File: config.mk
export PLATFORM = sky130hd
export DESIGN_NAME = data_sram_bridge
export DESIGN_NICKNAME = d
export VERILOG_FILES = /design/src/rtl/data_sram_bridge_pkg.sv /design/src/rtl/data_sram_bridge.sv
export SDC_FILE = /design/constraint.sdc
export NUM_CORES = 1
export LEC_CHECK = 0
export BUFFER_PORTS_ARGS = -buffer_cell sky130_fd_sc_hd__buf_2
export CORE_UTILIZATION = 40
export CTS_CLUSTER_SIZE = 40
export DETAILED_ROUTE_END_ITERATION = 16
export PLACE_DENSITY = 0.72
export SYNTH_ARGS = -nofsm -noshare
export SYNTH_HDL_FRONTEND = slang
export SYNTH_SLANG_ARGS = --single-unit
File: constraint.sdc
create_clock -name clk -period 1.6 [get_ports clk]
set_clock_uncertainty 0.1 [all_clocks]
set_input_delay 0 -clock clk [delete_from_list [all_inputs] [get_ports clk]]
set_output_delay 0 -clock clk [all_outputs]
set_load 0.05 [all_outputs]
File: src/rtl/data_sram_bridge_pkg.sv
// Shared defines for the M-stage data SRAM bridge.
// Bridge FSM state encodings and bus transfer size codes.
package data_sram_bridge_pkg;

    localparam logic [1:0] S_IDLE = 2'd0;
    localparam logic [1:0] S_REQ  = 2'd1;
    localparam logic [1:0] S_WAIT = 2'd2;
    localparam logic [1:0] S_DONE = 2'd3;

    localparam logic [1:0] SIZE_BYTE = 2'b00;
    localparam logic [1:0] SIZE_HALF = 2'b01;
    localparam logic [1:0] SIZE_WORD = 2'b10;

endpackage

File: src/rtl/data_sram_bridge.sv
// M-stage data-side SRAM-like bus master; one transaction outstanding at most.
// Optional POSTED_STORE_EN: stores retire on addr_ok, the next access waits for their data_ok.
module data_sram_bridge
    import data_sram_bridge_pkg::*;
#(
    parameter int ADDR_W = 32,
    parameter int DATA_W = 32
) (
    input  logic                clk,
    input  logic                resetn,
    input  logic                mem_en,
    input  logic [DATA_W/8-1:0] mem_wen,
    input  logic [ADDR_W-1:0]   mem_addr,
    input  logic [DATA_W-1:0]   mem_wdata,
    input  logic                mem_kill,
    input  logic                flush,
    input  logic                pipe_stall,
    output logic                data_req,
    output logic                data_wr,
    output logic [1:0]          data_size,
    output logic [ADDR_W-1:0]   data_addr,
    output logic [DATA_W/8-1:0] data_wstrb,
    output logic [DATA_W-1:0]   data_wdata,
    input  logic                data_addr_ok,
    input  logic                data_data_ok,
    input  logic [DATA_W-1:0]   data_rdata,
    output logic [DATA_W-1:0]   mem_rdata,
    output logic                d_stall
);

    logic [1:0] state;
    logic       drop;
    logic       go;
    logic       posted_wr;
    logic       posted_done;
    logic       issue_ok;

    assign go        = mem_en & ~mem_kill & ~flush;
    assign data_size = SIZE_WORD;
    assign data_req  = (state == S_REQ);

`ifdef POSTED_STORE_EN
    logic st_pend;

    assign posted_wr = data_wr;
    assign issue_ok  = ~st_pend;

    always_ff @(posedge clk or negedge resetn) begin
        if (!resetn) begin
            st_pend <= 1'b0;
        end else if (posted_done & ~data_data_ok) begin
            st_pend <= 1'b1;
        end else if (data_data_ok) begin
            st_pend <= 1'b0;
        end
    end
`else
    assign posted_wr = 1'b0;
    assign issue_ok  = 1'b1;
`endif

    assign posted_done = data_req & data_addr_ok & posted_wr;

    // A posted store lets the pipeline go in the cycle its address is accepted.
    assign d_stall = ((state == S_IDLE) & go)
                   | (data_req & ~posted_done)
                   | (state == S_WAIT);

    always_ff @(posedge clk or negedge resetn) begin
        if (!resetn) begin
            state      <= S_IDLE;
            drop       <= 1'b0;
            data_wr    <= 1'b0;
            data_addr  <= '0;
            data_wstrb <= '0;
            data_wdata <= '0;
            mem_rdata  <= '0;
        end else begin
            unique case (state)
                S_IDLE: begin
                    if (go) begin
                        data_wr    <= |mem_wen;
                        data_addr  <= mem_addr;
                        data_wstrb <= mem_wen;
                        data_wdata <= mem_wdata;
                        if (issue_ok) state <= S_REQ;
                    end
                end
                S_REQ: begin
                    // The request cannot be withdrawn; a flush only marks the reply dead.
                    if (flush & ~posted_wr) drop <= 1'b1;
                    if (data_addr_ok) begin
                        if (posted_wr) begin
                            state <= (pipe_stall & ~flush) ? S_DONE : S_IDLE;
                        end else begin
                            state <= S_WAIT;
                        end
                    end
                end
                S_WAIT: begin
                    if (data_data_ok) begin
                        if (drop | flush) begin
                            drop  <= 1'b0;
                            state <= S_IDLE;
                        end else begin
                            if (!data_wr) mem_rdata <= data_rdata;
                            state <= S_DONE;
                        end
                    end else if (flush) begin
                        drop <= 1'b1;
                    end
                end
                S_DONE: begin
                    if (~pipe_stall | flush) state <= S_IDLE;
                end
                default: state <= S_IDLE;
            endcase
        end
    end

endmodule

==> run metrics <==
run status=finished with violations; Port Buffer Count=210; CORE AREA=0.00977 mm²; Async SR Flop Fraction=between 90% and 100%; worst r2r src=state[1]$_DFFE_PN0P_; Avg Synthesized Cell Area=16.4 µm²; combinational share of power=57.1%; global-route wire length before repair=17600 µm; Mapped Cells=245; pwr dens=2070 mW/mm²; Initial DRC Count=87; Worst Setup SP=state[1]$_DFFE_PN0P_; MaxCap Viol Count=0; Most used DFF post-synth=dfrtp_1; normalized max-slew margin=63.3%; met2 GRT Util=about two fifths; # DRC=0; I/O pin total=213; Req. time, crit path=1500 ps; CTS tree=done; Synth-to-Final Area Change=76.8%; TritonCTS Sinks=104; via density per instance=4.66; Routed Antenna Nets=0; warning count from the yosys run=0; min-delay src=pipe_stall; Chip Width=102 µm; post-route setup slack=-248 ps; Switching Share=49.1%; H-tree depth=3; sequential fraction of the synthesis area=64.6%; maximum clock frequency=541 MHz; EDFF count, synth=0; compound-gate portion of the synthesized area=1.52%; hold crit path type=in2reg; crit path launch type=register; Vias=3388; Initial Util=just over 40%; DP HPWL=around 6600 µm; Min Clock Period, post-route=1850 ps; Worst Path Arrival=about 1800 ps; synthesized area=0.00403 mm²; Clock Tree Buf Depth=2; Leak=3.67 nW; setup total negative slack=-13390 ps; routed len/inst=17.2 µm; share of layout cells above drive strength 1=between 60% and 70%; Worst-path clk slew=100 ps; critical path type=reg2out; die area=0.0105 mm²; final hold violation count=0; antenna violations before repair=0; grt ovf=0; antenna diode instance count=0; mux cell area share after synthesis=between 20 and 30%; global routing met3 resource utilization=under 10%; worst ir drop on vdd=1.34 mV; root buffer cell=clkbuf_8; largest family of logic cells by synthesized area=multiplexers; RD Place Congestion=0.710; vias in the first global route=3625; TritonCTS buffer count=9; worst-path fanout max=3; Fillers=~630; syn nets=357; xor and xnor fraction of the mapped netlist area=0%; switching power=7.25 mW; failing checks=setup timing; final WL=12500 µm; DP Cell Count=591; M1 GR Usage=between 20% and 30%; Area after DPL=between 0.005 and 0.006 mm²; Clk pwr share=12.6%; # rows=36; Internal=7.50 mW; fin nets=701; Post-Synth Adder-Cell Area=~1.2%; unrepaired setup endpoints after global routing=true; pin count of the biggest net entering global routing=53; actual slew at the worst max-slew pin=549 ps; pins over their slew limit=0; Place WS=-116 ps; total iterations of the first detailed-routing run=4; Tcrit/Tclk final=116%; Synth Register Bits=104; Synth Area in Simple Gates=2.11%; insertion delay to the later sink of the worst-skew pair=about 370 ps; Synth cell types=21; final instance area=0.00712 mm²; gr usage total=22.5%; Non-Filler Instances=between 700 and 800; Flop pwr share=30.3%; gr busiest metal=met2; die height=102 µm; nature of the critical path endpoint=output port; Final setup viols=approximately 100
## state kept, by name (all words and copies together), names as in the netlist
| register | flops |
|---|---|
| data_addr | 32 |
| data_wstrb | 4 |
| mem_rdata | 32 |
| state | 2 |
| data_wr | 1 |
| data_wdata | 32 |
| drop | 1 |
## layout make-up
cell class	instances	area, µm²	share of cell area (%)
repair buffers	345	2490	35.0
inverters	3	16.3	0.228
flip-flops and latches	104	2610	36.6
multi-input cells	126	1610	22.6
well taps	133	166	2.34
clock inverters	6	91.3	1.28
clock buffers	10	138	1.93
## per-stage QoR
stage | hold slack, ps | power (mW) | utilization (%)
floorplan | -396 | 10.2 | -
global placement | -147 | 11.9 | 55.2
detailed placement | -136 | 12.0 | 55.2
CTS | 39.5 | 14.3 | 70.8
global route | 65.8 | 15.4 | 72.8
finish | 47.4 | 14.7 | 72.8
## power by group through the flow
stage | Clock (mW) | Sequential [mW] | Combinational [mW]
2_1_floorplan | 0 | 8.47 | 1.69
3_3_place_gp | 0 | 4.38 | 7.48
3_5_place_dp | 0 | 4.44 | 7.58
4_1_cts | 1.88 | 4.38 | 8.05
5_1_grt | 1.98 | 4.61 | 8.77
6_report | 1.86 | 4.47 | 8.42
## worst max-delay path, cell delays in order, from the launching register on
cell and delay [ps]:
dfrtp_1 420, inv_2 80, ha_4 170, inv_4 60, nor2_4 50, buf_12 120, or3_4 320, buf_6 160
## Yosys cell counts (all sizes together) (2+ instances only)
cell	count	area, µm²
ha	4	50.1
dfrtp	104	2600
mux2	100	1130
buf	12	82.6
conb	2	7.51
a21oi	3	15.0
nor2b	2	12.5
a31oi	3	18.8
nor2	4	22.5
inv	3	11.3
## cells in the final DEF, fill, tap and decap left out, types with 2 or more instances in the layout
cell	netlist	layout
nor2_1	3	2
conb_1	2	2
inv_4	0	2
clkbuf_8	0	10
clkinvlp_4	0	3
buf_16	0	3
bufinv_16	0	2
buf_12	0	4
nor2b_1	2	2
dfrtp_2	0	2
dfrtp_1	104	102
mux2_2	94	42
buf_4	9	13
buf_2	3	208
ha_4	0	4
a31oi_1	3	3
buf_6	0	8
a21oi_1	3	2
buf_8	0	2
dlygate4sd3_1	0	107
mux2_4	0	58
## worst paths after layout
check | to | slack, ps | cells past startpoint
min | state[0]$_DFFE_PN0P_ | 50 | 5
max reg2reg | data_addr[2]$_DFFE_PN0P_ | -180 | 6
max in group asynchronous | mem_rdata[5]$_DFFE_PN0P_ | 340 | 3
min reg2reg | data_addr[29]$_DFFE_PN0P_ | 410 | 1
max | d_stall | -250 | 7
min in group asynchronous | mem_rdata[24]$_DFFE_PN0P_ | 110 | 3
## routing by layer
layer / part of all wire [%] / routed length, µm
met1: 37 / 4680
met2: 55 / 6880
met3: 5.8 / 733
met4: 1.9 / 237
met5: 0 / 0
## logic make-up (layout without fill, tap and decap cells)
family          count (synthesis)  in the layout
other cells                     2              2
mux                           100            100
buf+inv                        15            364
compound gates                  7              7
fa+ha+maj                       4              4
flops                         104            104
simple gates                   13             13
## timing repair
item	in CTS	in global routing
pin swaps	4	2
endpoints found under the hold margin	208	11
gates resized for setup	20	53
cloned	3	0
hold buffers	106	2
endpoints found under the setup margin	103	122
setup buffers	9	3
Note: power is estimated with default switching activity, not from simulation.
